==> src/rtl/data_mem_resp.sv <==
// Data memory responder: one-outstanding load/store FSM over a word array.
// Define DMEM_MISALIGN_CHK_EN to reject misaligned half/word accesses.
module data_mem_resp #(
  parameter int DEPTH = 64
) (
  input  logic        clk,
  input  logic        rest,
  input  logic        req_valid,
  output logic        req_ready,
  input  logic        req_we,
  input  logic [1:0]  req_size,
  input  logic        req_unsigned,
  input  logic [7:0]  req_addr,
  input  logic [31:0] req_wdata,
  output logic        rsp_valid,
  input  logic        rsp_ready,
  output logic [31:0] rsp_rdata,
  output logic        rsp_err
);

  localparam int AW = (DEPTH > 1) ? $clog2(DEPTH) : 1;

  localparam logic [1:0] IDLE = 2'd0;
  localparam logic [1:0] RD   = 2'd1;
  localparam logic [1:0] RSP  = 2'd2;

  logic [1:0]    state;
  logic [31:0]   mem [DEPTH];
  logic [AW-1:0] idx;
  logic          acc;
  logic          err;
  logic [3:0]    be;
  logic [31:0]   wd;
  logic [31:0]   rd_word;
  logic [31:0]   ext;
  logic [7:0]    bsel;
  logic [15:0]   hsel;
  logic [1:0]    lat_size;
  logic [1:0]    lat_lane;
  logic          lat_uns;

  assign req_ready = (state == IDLE);
  assign rsp_valid = (state == RSP);
  assign acc       = req_valid && req_ready;
  assign idx       = AW'({26'd0, req_addr[7:2]} % 32'(DEPTH));

  always_comb begin
    err = (req_size == 2'b11);
`ifdef DMEM_MISALIGN_CHK_EN
    if (req_size == 2'b01 && req_addr[0])
      err = 1'b1;
    if (req_size == 2'b10 && req_addr[1:0] != 2'b00)
      err = 1'b1;
`endif
  end

  // Without the check, low address bits below the access size are ignored
  always_comb begin
    be = 4'b0000;
    wd = req_wdata;
    unique case (req_size)
      2'b00: begin
        be = 4'b0001 << req_addr[1:0];
        wd = {4{req_wdata[7:0]}};
      end
      2'b01: begin
        be = req_addr[1] ? 4'b1100 : 4'b0011;
        wd = {2{req_wdata[15:0]}};
      end
      2'b10: be = 4'b1111;
      default: be = 4'b0000;
    endcase
  end

  always_ff @(posedge clk) begin
    if (rest && acc && req_we && !err) begin
      for (int b = 0; b < 4; b++) begin
        if (be[b])
          mem[idx][8*b +: 8] <= wd[8*b +: 8];
      end
    end
  end

  assign bsel = rd_word[{lat_lane, 3'b000} +: 8];
  assign hsel = lat_lane[1] ? rd_word[31:16] : rd_word[15:0];

  always_comb begin
    ext = rd_word;
    unique case (lat_size)
      2'b00:   ext = {{24{!lat_uns && bsel[7]}}, bsel};
      2'b01:   ext = {{16{!lat_uns && hsel[15]}}, hsel};
      default: ext = rd_word;
    endcase
  end

  always_ff @(posedge clk) begin
    if (!rest) begin
      state     <= IDLE;
      rsp_rdata <= '0;
      rsp_err   <= 1'b0;
      rd_word   <= '0;
      lat_size  <= 2'b00;
      lat_lane  <= 2'b00;
      lat_uns   <= 1'b0;
    end else begin
      unique case (state)
        IDLE: begin
          if (acc) begin
            lat_size  <= req_size;
            lat_lane  <= req_addr[1:0];
            lat_uns   <= req_unsigned;
            rsp_rdata <= '0;
            rsp_err   <= err;
            if (err || req_we) begin
              state <= RSP;
            end else begin
              state   <= RD;
              rd_word <= mem[idx];
            end
          end
        end
        RD: begin
          rsp_rdata <= ext;
          state     <= RSP;
        end
        RSP: begin
          if (rsp_ready)
            state <= IDLE;
        end
        default: state <= IDLE;
      endcase
    end
  end

endmodule
==> config.mk <==
export PLATFORM = sky130hd
export DESIGN_NAME = data_mem_resp
export DESIGN_NICKNAME = d
export VERILOG_FILES = /design/src/rtl/data_mem_resp.sv
export SDC_FILE = /design/constraint.sdc
export NUM_CORES = 2
export LEC_CHECK = 0
export ABC_AREA = 1
export BUFFER_PORTS_ARGS = -buffer_cell sky130_fd_sc_hd__buf_2
export CORE_ASPECT_RATIO = 1.4
export CORE_UTILIZATION = 30
export CTS_CLUSTER_SIZE = 10
export DETAILED_ROUTE_END_ITERATION = 6
export PLACE_DENSITY_LB_ADDON = 0.1
export SLEW_MARGIN = 10
export SYNTH_ARGS = -nofsm -noshare
export SYNTH_HDL_FRONTEND = slang
export SYNTH_SLANG_ARGS = --single-unit
==> constraint.sdc <==
create_clock -name clk -period 4.1 [get_ports clk]
set_clock_uncertainty 0.1 [all_clocks]
set_input_delay 0.41 -clock clk [delete_from_list [all_inputs] [get_ports clk]]
set_output_delay 0.41 -clock clk [all_outputs]
set_load 0.05 [all_outputs]
==> flow_metrics.env <==
export IMPL_place_congestion=0.849
export IMPL_cts_tree="yes"
export IMPL_synth_area_um2=91400
export IMPL_dr_first_iter_drc_count=4936
export IMPL_tns_ns=0
export IMPL_p_leak_nw=44.0
export IMPL_relSlewSlack_pct=15.3
export IMPL_die_h_um=655
export IMPL_layout_drive_gt1_share_pct=9.86
export IMPL_post_cts_setup_buffers=0
export IMPL_area_growth_pct=15.7
export IMPL_ys_ff_latch=2120
export IMPL_p_per_area_nw_per_um2=437
export IMPL_syn_avg_cell_area_um2=10.3
export IMPL_dr_pass1_iters=7
export IMPL_cp_slowest_stage_delay_ns=0.72
export IMPL_htreeDepth=4
export IMPL_vias_per_cell=4.62
export IMPL_synth_cells=8885
export IMPL_fin_util_pct=34.9
export IMPL_ios=83
export IMPL_grt_pass1_wl_mm=453
export IMPL_cts_made_buffers=240
export IMPL_antenna_found_initial=15
export IMPL_core_area_um2=303000
export IMPL_max_freq_mhz=330
export IMPL_wl_per_cell_um=24.1
export IMPL_grt_pass1_vias=60900
export IMPL_fp_dieW_um=468
export IMPL_portBuffers=82
export IMPL_cts_num_sinks=2120
export IMPL_timing_final_max_slew_violations=0
export IMPL_rsz0062_at_grt="false"
export IMPL_p_total_mw=46.2
export IMPL_hold_buffers=20
export IMPL_period_minus_slack_ns=3.03
export IMPL_slowest_stage="nor2_1"
export IMPL_initial_utilization_pct=30.2
export IMPL_cp_required_ns=4.52
export IMPL_setup_violations=0
export IMPL_ant_nets=0
export IMPL_clk_latency_ns=0.89
export IMPL_drc=0
export IMPL_setup_worst_path_start_class="primary input"
export IMPL_fp_row_count=239
export IMPL_grt_max_degree=169
export IMPL_ys_seq_area_share_pct=68.9
export IMPL_wl_mm=321
export IMPL_hold_viol_final=0
export IMPL_final_common_cell="nand2_1"
export IMPL_worstMarginPinSlew_ns=1.27
export IMPL_path_clk_slew_ns=0.06
export IMPL_whs_ns=0.110
export IMPL_clk_path_buf_depth=4
export IMPL_synth_cell_type_count=30
export IMPL_gr_total_overflow=0
export IMPL_post_cts_resized=0
export IMPL_crit_fanout=23
export IMPL_cap_violations=0
export IMPL_end_kind="flip-flop"
export IMPL_final_cell_mix="2433 x nand2_1, 2048 x edfxtp_1, 1678 x inv_1, 771 x nand3_1, 705 x nor2_1"
export IMPL_crit_type="primary input to flip-flop"
export IMPL_yosys_warnings=0
export IMPL_die_area_um2=307000
export IMPL_status="finished, final reports clean"
export IMPL_worstPathArrival_ns=3.45
export IMPL_routed_via_count=61500
export IMPL_cp_cell_sequence="dlygate4sd3_1, buf_2, inv_1, nor2_1, inv_1, o21ai_1, o21ai_4, buf_4, nor2_1"
export IMPL_syn_num_nets=8933
export IMPL_vdd_drop_max_mv=0.313
export IMPL_period_share_pct=73.9
export IMPL_crit_family="buffers and inverters"
export IMPL_critPathBufInv=5
export IMPL_grt_usage_pct=20.6
export IMPL_root_buffer="clkbuf_16"
export IMPL_hold_path_class="primary input to flip-flop"
export IMPL_fin_nets=9286
export IMPL_place_hpwl_mm=211
cell usage after synthesis, drive strengths merged:
| cell | instances | area, um2 |
|---|---|---|
| a31oi | 1 | 6.26 |
| dfxtp | 72 | 1440 |
| clkinv | 1 | 3.75 |
| or2 | 101 | 632 |
| a21oi | 104 | 521 |
| o211ai | 199 | 1490 |
| edfxtp | 2048 | 61500 |
| a211oi | 1 | 7.51 |
| o21ai | 292 | 1480 |
| nor3 | 8 | 45.0 |
| nand2 | 2445 | 9180 |
| inv | 1686 | 6330 |
| nor2 | 718 | 2720 |
| o221ai | 7 | 61.3 |
| nand3 | 774 | 3880 |
| clkbuf | 114 | 428 |
| mux2i | 3 | 30.0 |
| buf | 311 | 1600 |
cells by family after synthesis:
group | share of synthesized area, %
flops | 68.9
simple gates | 18.0
mux | 0.0329
buf+inv | 9.16
compound gates | 3.90
power breakdown:
| part | leakage (nW) | switching [mW] | internal [mW] | total [mW] |
|---|---|---|---|---|
| clock | 3.14 | 8.52 | 10.6 | 19.2 |
| combinational | 21.8 | 2.39 | 0.705 | 3.09 |
| sequential | 19.0 | 0.0569 | 23.9 | 24.0 |
cell type report:
cell class	instances	area, um2
Tap cell	3976	4970
Fill cell	30500	197000
Clock buffer	330	6400
Clock inverter	11	97.6
Sequential cell	2120	62900
Multi-Input combinational cell	4653	20300
Timing Repair Buffer	536	4660
Antenna cell	4	10.0
Inverter	1687	6350
per-layer routing:
layer  part of all wire [%]  global-route usage, %  up-vias
met5                  0.017                      0        -
met4                    3.6                   7.23        8
met3                    4.6                   2.58      437
met2                     48                   35.0     1494
met1                     43                   27.0    30400
li1                       -                      -    29100
tightest hold or removal path, stage by stage:
cell     delay [ns]
buf_2          0.12
inv_1          0.13
o21ai_4        0.22
registers in the layout, indices dropped and copies added, names as in the netlist:
name       flops
lat_lane       2
lat_size       2
lat_uns        1
mem         2048
rd_word       32
rsp_err        1
rsp_rdata     32
state          2
stage by stage:
step                      setup WS, ns  instances  area (um2)
after global routing             0.942      13300      106000
after global placement           0.654      13000       99000
after CTS                         1.11      13300      106000
after detailed placement         0.563      13000       99000
after floorplan                -0.0813       8885       91400
final                             1.07      13300      106000
worst paths after layout:
path | from | end | slack, ns | cells after the start
setup reg to reg | state[0]$_SDFFE_PN0P_ | mem[25][3]$_DFFE_PP_ | 1.15 | 7
hold reg to reg | rsp_rdata[1]$_SDFFE_PN0P_ | rsp_rdata[1]$_SDFFE_PN0P_ | 0.36 | 2
hold / removal | req_wdata[10] | mem[8][10]$_DFFE_PP_ | 0.11 | 3
setup / recovery | req_size[0] | mem[5][12]$_DFFE_PP_ | 1.07 | 9
No activity file was read; power rests on OpenSTA's default activity.
